`config.mk`:
```
export PLATFORM = sky130hd
export DESIGN_NAME = mc_ctrl_fsm
export DESIGN_NICKNAME = d
export VERILOG_FILES = /design/src/rtl/mc_ctrl_fsm.sv
export SDC_FILE = /design/constraint.sdc
export NUM_CORES = 1
export LEC_CHECK = 0
export ABC_AREA = 0
export BUFFER_PORTS_ARGS = -buffer_cell sky130_fd_sc_hd__buf_2
export CELL_PAD_IN_SITES_DETAIL_PLACEMENT = 1
export CELL_PAD_IN_SITES_GLOBAL_PLACEMENT = 1
export CORE_ASPECT_RATIO = 1.5
export CORE_MARGIN = 1
export CORE_UTILIZATION = 33
export DETAILED_ROUTE_END_ITERATION = 10
export PLACE_DENSITY = 0.91
export SLEW_MARGIN = 20
export SYNTH_ARGS = -nofsm -noshare
export SYNTH_HDL_FRONTEND = slang
export SYNTH_SLANG_ARGS = --single-unit
export TNS_END_PERCENT = 100
```
`constraint.sdc`:
```
create_clock -name clk -period 2.4 [get_ports clk]
set_input_delay 0.12 -clock clk [delete_from_list [all_inputs] [get_ports clk]]
set_output_delay 0.12 -clock clk [all_outputs]
set_load 0.005 [all_outputs]
```
`src/rtl/mc_ctrl_fsm.sv`:
```
`default_nettype none
// ============================================================================
// Module      : mc_ctrl_fsm
// Description : Multicycle control unit for the 32-bit MIPS-subset datapath.
//               It decodes R-type add/sub/and, addi, lw, sw, beq, bne, j and
//               the reset opcode. It raises illegal-opcode/funct and overflow
//               exceptions, and counts memory wait states for instruction
//               fetch and lw reads.
//
// Ports       : clk, reset            - clock, synchronous active-high reset
//               opcode, funct         - IR[31:26], IR[5:0]
//               overflow, zero        - ALU flags
//               *_write strobes       - PC/mem/IR/A-B/regfile/ALUOut/MDR/EPC
//               alu_op, alu_src_a/b   - ALU operation and operand selects
//               pc_source, iord       - PC source and memory address selects
//               mem_to_reg, reg_dst   - register-file write data and address
//               exc_cause             - cause, shown during the EXCEPT cycle
//               rst_out, instr_done   - RESET indicator, last-cycle pulse
// Revision    : 1.0 - initial release
// ============================================================================
module mc_ctrl_fsm #(
    parameter int         MEM_LAT      = 2,
    parameter logic [5:0] RESET_OPCODE = 6'h3F,
    parameter bit         EXC_OVF_EN   = 1'b1
) (
    input  logic       clk,
    input  logic       reset,
    input  logic [5:0] opcode,
    input  logic [5:0] funct,
    input  logic       overflow,
    input  logic       zero,
    output logic       pc_write,
    output logic       mem_write,
    output logic       ir_write,
    output logic       ab_write,
    output logic       reg_write,
    output logic       aluout_write,
    output logic       mdr_write,
    output logic       epc_write,
    output logic [2:0] alu_op,
    output logic [1:0] alu_src_a,
    output logic [1:0] alu_src_b,
    output logic [2:0] pc_source,
    output logic [2:0] iord,
    output logic [3:0] mem_to_reg,
    output logic [2:0] reg_dst,
    output logic [1:0] exc_cause,
    output logic       rst_out,
    output logic       instr_done
);

    localparam int            CW     = $clog2(MEM_LAT) + 1;
    localparam logic [CW-1:0] C_LAST = CW'(MEM_LAT - 1);

    localparam logic [5:0] c_op_rtype = 6'h00;
    localparam logic [5:0] c_op_addi  = 6'h08;
    localparam logic [5:0] c_op_lw    = 6'h23;
    localparam logic [5:0] c_op_sw    = 6'h2B;
    localparam logic [5:0] c_op_beq   = 6'h04;
    localparam logic [5:0] c_op_bne   = 6'h05;
    localparam logic [5:0] c_op_j     = 6'h02;

    localparam logic [1:0] c_cause_none    = 2'b00;
    localparam logic [1:0] c_cause_illegal = 2'b01;
    localparam logic [1:0] c_cause_ovf     = 2'b10;

    typedef enum logic [3:0] {
        S_RESET  = 4'd0,
        S_FETCH  = 4'd1,
        S_DECODE = 4'd2,
        S_EXEC_R = 4'd3,
        S_WB_R   = 4'd4,
        S_EXEC_I = 4'd5,
        S_WB_I   = 4'd6,
        S_ADDR   = 4'd7,
        S_MEM_RD = 4'd8,
        S_WB_LW  = 4'd9,
        S_MEM_WR = 4'd10,
        S_BRANCH = 4'd11,
        S_JUMP   = 4'd12,
        S_EXCEPT = 4'd13
    } state_t;

    state_t        state_q, state_d;
    logic [CW-1:0] cnt_q,   cnt_d;
    logic [1:0]    cause_q, cause_d;

    logic w_last;      // final wait-state cycle of FETCH / MEM_RD
    logic w_arith;     // R-type funct is add or sub (can overflow)
    logic w_illegal;   // R-type funct not supported

    assign w_last = (cnt_q == C_LAST);

    always_comb begin
        state_d      = state_q;
        cnt_d        = '0;            // cleared everywhere else, so zero on entry
        cause_d      = c_cause_none;  // only survives while entering EXCEPT
        w_arith      = 1'b0;
        w_illegal    = 1'b0;
        pc_write     = 1'b0;
        mem_write    = 1'b0;
        ir_write     = 1'b0;
        ab_write     = 1'b0;
        reg_write    = 1'b0;
        aluout_write = 1'b0;
        mdr_write    = 1'b0;
        epc_write    = 1'b0;
        alu_op       = 3'b000;
        alu_src_a    = 2'b00;
        alu_src_b    = 2'b00;
        pc_source    = 3'b000;
        iord         = 3'b000;
        mem_to_reg   = 4'b0000;
        reg_dst      = 3'b000;
        exc_cause    = 2'b00;
        rst_out      = 1'b0;
        instr_done   = 1'b0;

        case (state_q)
            S_RESET: begin
                // Stack pointer r29 is initialised to 227
                rst_out    = 1'b1;
                reg_write  = 1'b1;
                mem_to_reg = 4'b1000;
                reg_dst    = 3'b010;
                state_d    = S_FETCH;
            end
            S_FETCH: begin
                iord      = 3'b000;
                alu_src_a = 2'b00;
                alu_src_b = 2'b01;
                alu_op    = 3'b001;
                if (w_last) begin
                    pc_write  = 1'b1;
                    pc_source = 3'b000;
                    ir_write  = 1'b1;
                    state_d   = S_DECODE;
                end else begin
                    cnt_d = cnt_q + 1'b1;
                end
            end
            S_DECODE: begin
                // Branch target computed speculatively into ALUOut
                ab_write     = 1'b1;
                aluout_write = 1'b1;
                alu_src_a    = 2'b00;
                alu_src_b    = 2'b11;
                alu_op       = 3'b001;
                case (opcode)
                    c_op_rtype:          state_d = S_EXEC_R;
                    c_op_addi:           state_d = S_EXEC_I;
                    c_op_lw, c_op_sw:    state_d = S_ADDR;
                    c_op_beq, c_op_bne:  state_d = S_BRANCH;
                    c_op_j:              state_d = S_JUMP;
                    default: begin
                        if (opcode == RESET_OPCODE) begin
                            state_d = S_RESET;
                        end else begin
                            state_d = S_EXCEPT;
                            cause_d = c_cause_illegal;
                        end
                    end
                endcase
            end
            S_EXEC_R: begin
                alu_src_a    = 2'b01;
                alu_src_b    = 2'b00;
                aluout_write = 1'b1;
                case (funct)
                    6'h20: begin alu_op = 3'b001; w_arith = 1'b1; end
                    6'h22: begin alu_op = 3'b010; w_arith = 1'b1; end
                    6'h24: alu_op = 3'b011;
                    default: w_illegal = 1'b1;
                endcase
                if (w_illegal) begin
                    state_d = S_EXCEPT;
                    cause_d = c_cause_illegal;
                end else if (w_arith && overflow && EXC_OVF_EN) begin
                    // Keep the overflowed result out of ALUOut
                    aluout_write = 1'b0;
                    state_d      = S_EXCEPT;
                    cause_d      = c_cause_ovf;
                end else begin
                    state_d = S_WB_R;
                end
            end
            S_WB_R: begin
                reg_write  = 1'b1;
                reg_dst    = 3'b001;
                mem_to_reg = 4'b0000;
                instr_done = 1'b1;
                state_d    = S_FETCH;
            end
            S_EXEC_I: begin
                alu_src_a    = 2'b01;
                alu_src_b    = 2'b10;
                alu_op       = 3'b001;
                aluout_write = 1'b1;
                if (overflow && EXC_OVF_EN) begin
                    aluout_write = 1'b0;
                    state_d      = S_EXCEPT;
                    cause_d      = c_cause_ovf;
                end else begin
                    state_d = S_WB_I;
                end
            end
            S_WB_I: begin
                reg_write  = 1'b1;
                reg_dst    = 3'b000;
                mem_to_reg = 4'b0000;
                instr_done = 1'b1;
                state_d    = S_FETCH;
            end
            S_ADDR: begin
                alu_src_a    = 2'b01;
                alu_src_b    = 2'b10;
                alu_op       = 3'b001;
                aluout_write = 1'b1;
                state_d      = (opcode == c_op_lw) ? S_MEM_RD : S_MEM_WR;
            end
            S_MEM_RD: begin
                iord = 3'b001;
                if (w_last) begin
                    mdr_write = 1'b1;
                    state_d   = S_WB_LW;
                end else begin
                    cnt_d = cnt_q + 1'b1;
                end
            end
            S_WB_LW: begin
                reg_write  = 1'b1;
                reg_dst    = 3'b000;
                mem_to_reg = 4'b0001;
                instr_done = 1'b1;
                state_d    = S_FETCH;
            end
            S_MEM_WR: begin
                iord       = 3'b001;
                mem_write  = 1'b1;
                instr_done = 1'b1;
                state_d    = S_FETCH;
            end
            S_BRANCH: begin
                alu_src_a  = 2'b01;
                alu_src_b  = 2'b00;
                alu_op     = 3'b010;
                pc_source  = 3'b001;
                instr_done = 1'b1;
                // Taken decision straight from the live zero flag
                pc_write   = (opcode == c_op_beq) ? zero : ~zero;
                state_d    = S_FETCH;
            end
            S_JUMP: begin
                pc_write   = 1'b1;
                pc_source  = 3'b010;
                instr_done = 1'b1;
                state_d    = S_FETCH;
            end
            S_EXCEPT: begin
                // EPC <- PC - 4 (PC already advanced during fetch)
                epc_write  = 1'b1;
                alu_src_a  = 2'b00;
                alu_src_b  = 2'b01;
                alu_op     = 3'b010;
                pc_write   = 1'b1;
                pc_source  = 3'b011;
                instr_done = 1'b1;
                exc_cause  = cause_q;
                state_d    = S_FETCH;
            end
            default: state_d = S_RESET;
        endcase
    end

    always_ff @(posedge clk) begin
        if (reset) begin
            state_q <= S_RESET;
            cnt_q   <= '0;
            cause_q <= c_cause_none;
        end else begin
            state_q <= state_d;
            cnt_q   <= cnt_d;
            cause_q <= cause_d;
        end
    end

endmodule
`default_nettype wire

```
==> Word-level counts from Yosys, hierarchy flattened <==
Cells that the tools add are included.
W data, S select, Z words.
{ "totals": {"ff_bits": 8, "in_bits": 16, "word_cells": 97} }
{ "op_classes": {"addsub": 1, "n_eq_ne": 26, "muxes": 43, "bitwise": 2, "reduce_logical": 22} }
{ "op_table": {"columns": ["operator", "n"], "rows": [
  ["$eq A6 B6 Y1 const B", 6],
  ["$pmux W2 S3", 5],
  ["$pmux W4 S7", 1],
  ["$eq A4 B4 Y1 const B", 6],
  ["$mux W4", 6],
  ["$mux W1", 21],
  ["$pmux W4 S5", 1],
  ["$reduce_or A2 Y1", 10],
  ["$eq A4 B3 Y1 const B", 4],
  ["$reduce_or A7 Y1", 2],
  ["$eq A6 B3 Y1 const B", 2],
  ["$reduce_or A4 Y1", 3],
  ["$mux W2", 5],
  ["$eq A4 B2 Y1 const B", 2],
  ["$pmux W4 S2", 1],
  ["$reduce_or A8 Y1", 1],
  ["$eq A6 B2 Y1 const B", 1],
  ["$eq A6 B4 Y1 const B", 1],
  ["$logic_not A6 Y1", 1],
  ["$pmux W1 S3", 2],
  ["$reduce_or A3 Y1", 2],
  ["$eq A4 B1 Y1 const B", 1],
  ["$logic_not A4 Y1", 1],
  ["$ne A2 B2 Y1 const B", 2],
  ["other kinds (6)", 7]
]} }

==> Depth between registers and ports, before layout <==
{ "logic_depth": {"word_depth": 8, "ltp_mapped": 6} }

==> Least setup slack after synthesis <==
OpenSTA, ideal clock, no wires.
{ "synth_timing": {"path_type": "register -> register", "startpoint": "reg state_q[2]", "endpoint": "reg state_q[0]", "setup_time_ns": 0.083, "arrival_time_ns": 1.392, "required_time_ns": 2.317, "slack_ns": 0.926, "stages_incl_launch_ff": 6, "n_path_buf": 1, "cell_sequence": "dfxtp_1 buf_6 or4b_4 a41oi_2 a22oi_1 o221ai_1"} }
{ "synth_via": {"elab_chain_cells": 3, "elab_cells_between_ends": 19, "cone_classes": "eq/ne: 15; mux: 1; reduce/logical: 3"} }
{ "synth_lines": {"columns": ["element", "line_no", "source"], "rows": [
  ["from (decl)", "84", "state_t state_q, state_d;"],
  ["from (signal assigned)", "281", "state_q <= state_d;"],
  ["$eq A4 B4 Y1 (tied with other cells)", "119", "case (state_q)"],
  ["$reduce_or A8 Y1 (no line) / $ne A2 B2 Y1 (equally long branches)", null, null],
  ["$pmux W4 S7 / $reduce_and A2 Y1 (equally long branches)", null, null]
]} }
Several ways; a longest one is shown, not always the timed one.
A chain may end at the register's enable or synchronous reset.

==> Worst setup path after layout <==
{ "layout_timing": {"startpoint": "reg state_q[2]", "endpoint": "reg cause_q[1]"} }
{ "layout_via": {"elab_chain_cells": 2, "elab_cells_between_ends": 4, "cone_classes": "eq/ne: 3; mux: 1"} }
{ "layout_lines": {"columns": ["element", "line_no", "source"], "rows": [
  ["$eq A4 B3 Y1 / $eq A4 B2 Y1 (equally long branches)", "119", null],
  ["$pmux W2 S3 *", "119", null],
  ["to (signal assigned)", "279", "cause_q <= c_cause_none;"],
  ["to (signal assigned)", "283", "cause_q <= cause_d;"],
  ["to (decl)", "86", "logic [1:0] cause_q, cause_d;"]
]} }
Mark *: on every way between the ends. The rest lies on a longest branch, timed or not.

==> results.toml <==
[yosys]
synth_common_cells = "12 x nor2_1, 11 x nand2_1, 10 x buf_4, 9 x a21oi_1, 8 x dfxtp_1"
synth_top_area_share_pct = 16.33
ys_ff_latch = 8
yosysWarningCount = 0
async_reset_ff_share_pct = 0
ys.flop_type = "dfxtp_1"
ys_seq_area_share_pct = 16.33
post-synth-top-count-cell = "nor2_1"
synth_edf_count = 0
syn_avg_cell_area_um2 = 7.057
synth_area_um2 = 980.9
synth_cells = 139
yosys-top-cells-area = "dfxtp_1 16%, buf_4 7.7%, a21oi_1 4.6%, nor2_1 4.6%, nand2_1 4.2%"
synth_top_cell_by_area = "dfxtp_1"
synth_cell_types = 46

[critical_path]
rrSetupSlack_ns = 0.35
worstPathMaxFanout = 19
required_ns = 2.51
worstPathArrival_ns = 2.17
cp_top_family = "simple AND/OR/NAND/NOR gates"
worstPathCellList = "nor2b_1, a21oi_1, or3_1, nor3_1"
cp-end-kind = "flop"
crit_path_max_incr_delay_ns = 0.68
critPathLaunchType = "flop"
path_buf_inv = 0
crit_type = "reg -> reg"
critical-path-slowest-cell = "dfxtp_1"

[die]
dieArea_mm2 = 0.003199
die_x_um = 46.52
io_pins = 48
rows = 23
core_mm2 = 0.002734
start_util_pct = 35.88
die_y_um = 68.78

[timing]
max_freq_ghz = 0.4867
finalHoldViolations = 0
finalClockSkew_ns = 0.003974
fin_setup_tns_ns = 0
rsz0062_at_grt = "false"
fin_hold_ws_ns = 0.1900
fin_crit_sh_pct = 85.62
setup_slack_ns = 0.3452
tightest_slew_ns = 0.7508
setup_viol = 0
slew_headroom_pct = 49.88
drv_slew = 0
period_needed_ns = 2.055

[clock_tree]
postCtsSetupRepairBufs = 0
clk_latency_ns = 0.23
htree_levels = 1
ctsResizeCount = 0
hold_buffers = 0
cts.sinks = 8
path_clk_slew_ns = 0.04
clockRootBuffer = "clkbuf_8"
clockBufferDepth = 2
numCtsBuffers = 3
cts_tree = "done"

[power]
p_leak_uw = 0.0005451
power_density_mw_per_mm2 = 865.2
ir_drop_v = 0.0002436

[place]
gp_congestion = 0.8570
placed_cell_area_mm2 = 0.001142
portBuffers = 39
dp_slack_ns = 0.4137
dp_hpwl_um = 2605

[finish]
fillers = 380
final-seq-area_um2 = 160.2
design_area_mm2 = 0.001184
antenna_cells = 0
nets = 190
drive_gt1_share_pct = 29.82
multi_input_area_um2 = 699.4
areaGrowthSynthToFinish_pct = 20.66

[grt]
gr-total-overflow = 0
grt_max_degree = 26
grt_pass1_wl_um = 5264
grt.total_usage_pct = 22.64
grt_pass1_vias = 1170
antenna_found_initial = 0

[drt]
route.detailed.drc = 0
viasPerCell = 5.476
drt_iter0_markers = 22
vias = 1139
ant_nets = 0
routedWlPerCell_um = 15.64
drt-total-wl_um = 3253
dr.pass1.iters = 3

[outcome]
status = "finished clean"

[worst_hold_path]
hold_path.class = "in -> reg"

[job]
maxCapViolCount = 0
## per-stage QoR
step / cells / power [uW] / utilization, %
3_5_place_dp: 205 / 860.0 / 41.78
3_3_place_gp: 205 / 817.4 / 41.78
2_1_floorplan: 146 / 677.7 / -
4_1_cts: 208 / 1025 / 43.30
5_1_grt: 208 / 1108 / 43.30
6_report: 208 / 1024 / 43.30
## area by class of cell
| type | count | share of cell area (%) |
|---|---|---|
| tap | 37 | 3.911 |
| inverter | 7 | 2.220 |
| multi-input combinational | 112 | 59.09 |
| clock buffer | 3 | 3.488 |
| timing repair buffer | 41 | 17.76 |
| sequential | 8 | 13.53 |
## cells in the final DEF (no fill, tap or decap), types with 4 or more instances in the layout
cell,count
nand3_1,4
nand2_1,11
conb_1,8
buf_2,39
nor2_1,12
a21oi_1,9
dfxtp_1,8
nor3_1,5
xnor2_1,4
nor2b_1,4
inv_1,7
a31oi_1,5
nand2b_1,4
o21ai_0,4
## cells by family after synthesis
group,after synthesis,share of synthesized area (%)
simple gates,64,37.88
compound gates,35,25.51
buf+inv,26,15.05
flops,8,16.33
xor+xnor,4,3.571
fa+ha+maj,1,1.275
other cells,1,0.3823
## final timing paths
path              start          to  cells after the start
max          state_q[2]  cause_q[1]                      4
max reg2reg  state_q[2]  cause_q[1]                      4
min               reset  state_q[3]                      2
min reg2reg    cnt_q[0]    cnt_q[0]                      1
## where the power goes
group / leakage, uW / internal [uW] / total (uW) / switching (uW)
Combinational: 0.000458 / 278 / 600 / 322
Clock: 0.0000216 / 108 / 159 / 50.2
Sequential: 0.0000652 / 165 / 265 / 100
## state kept, by name (all words and copies together), names as in the netlist
| signal | cells |
|---|---|
| cnt_q | 2 |
| state_q | 4 |
| cause_q | 2 |
## layer usage
metal | part of all wire (%) | track usage [%] | vias to the layer above
met5 | 0 | 0 | -
met4 | 2.7 | 9.926 | 0
met3 | 3.4 | 1.823 | 8
met2 | 57 | 44.44 | 37
met1 | 37 | 22.68 | 543
li1 | - | - | 551
No activity file was read; power rests on OpenSTA's default activity.
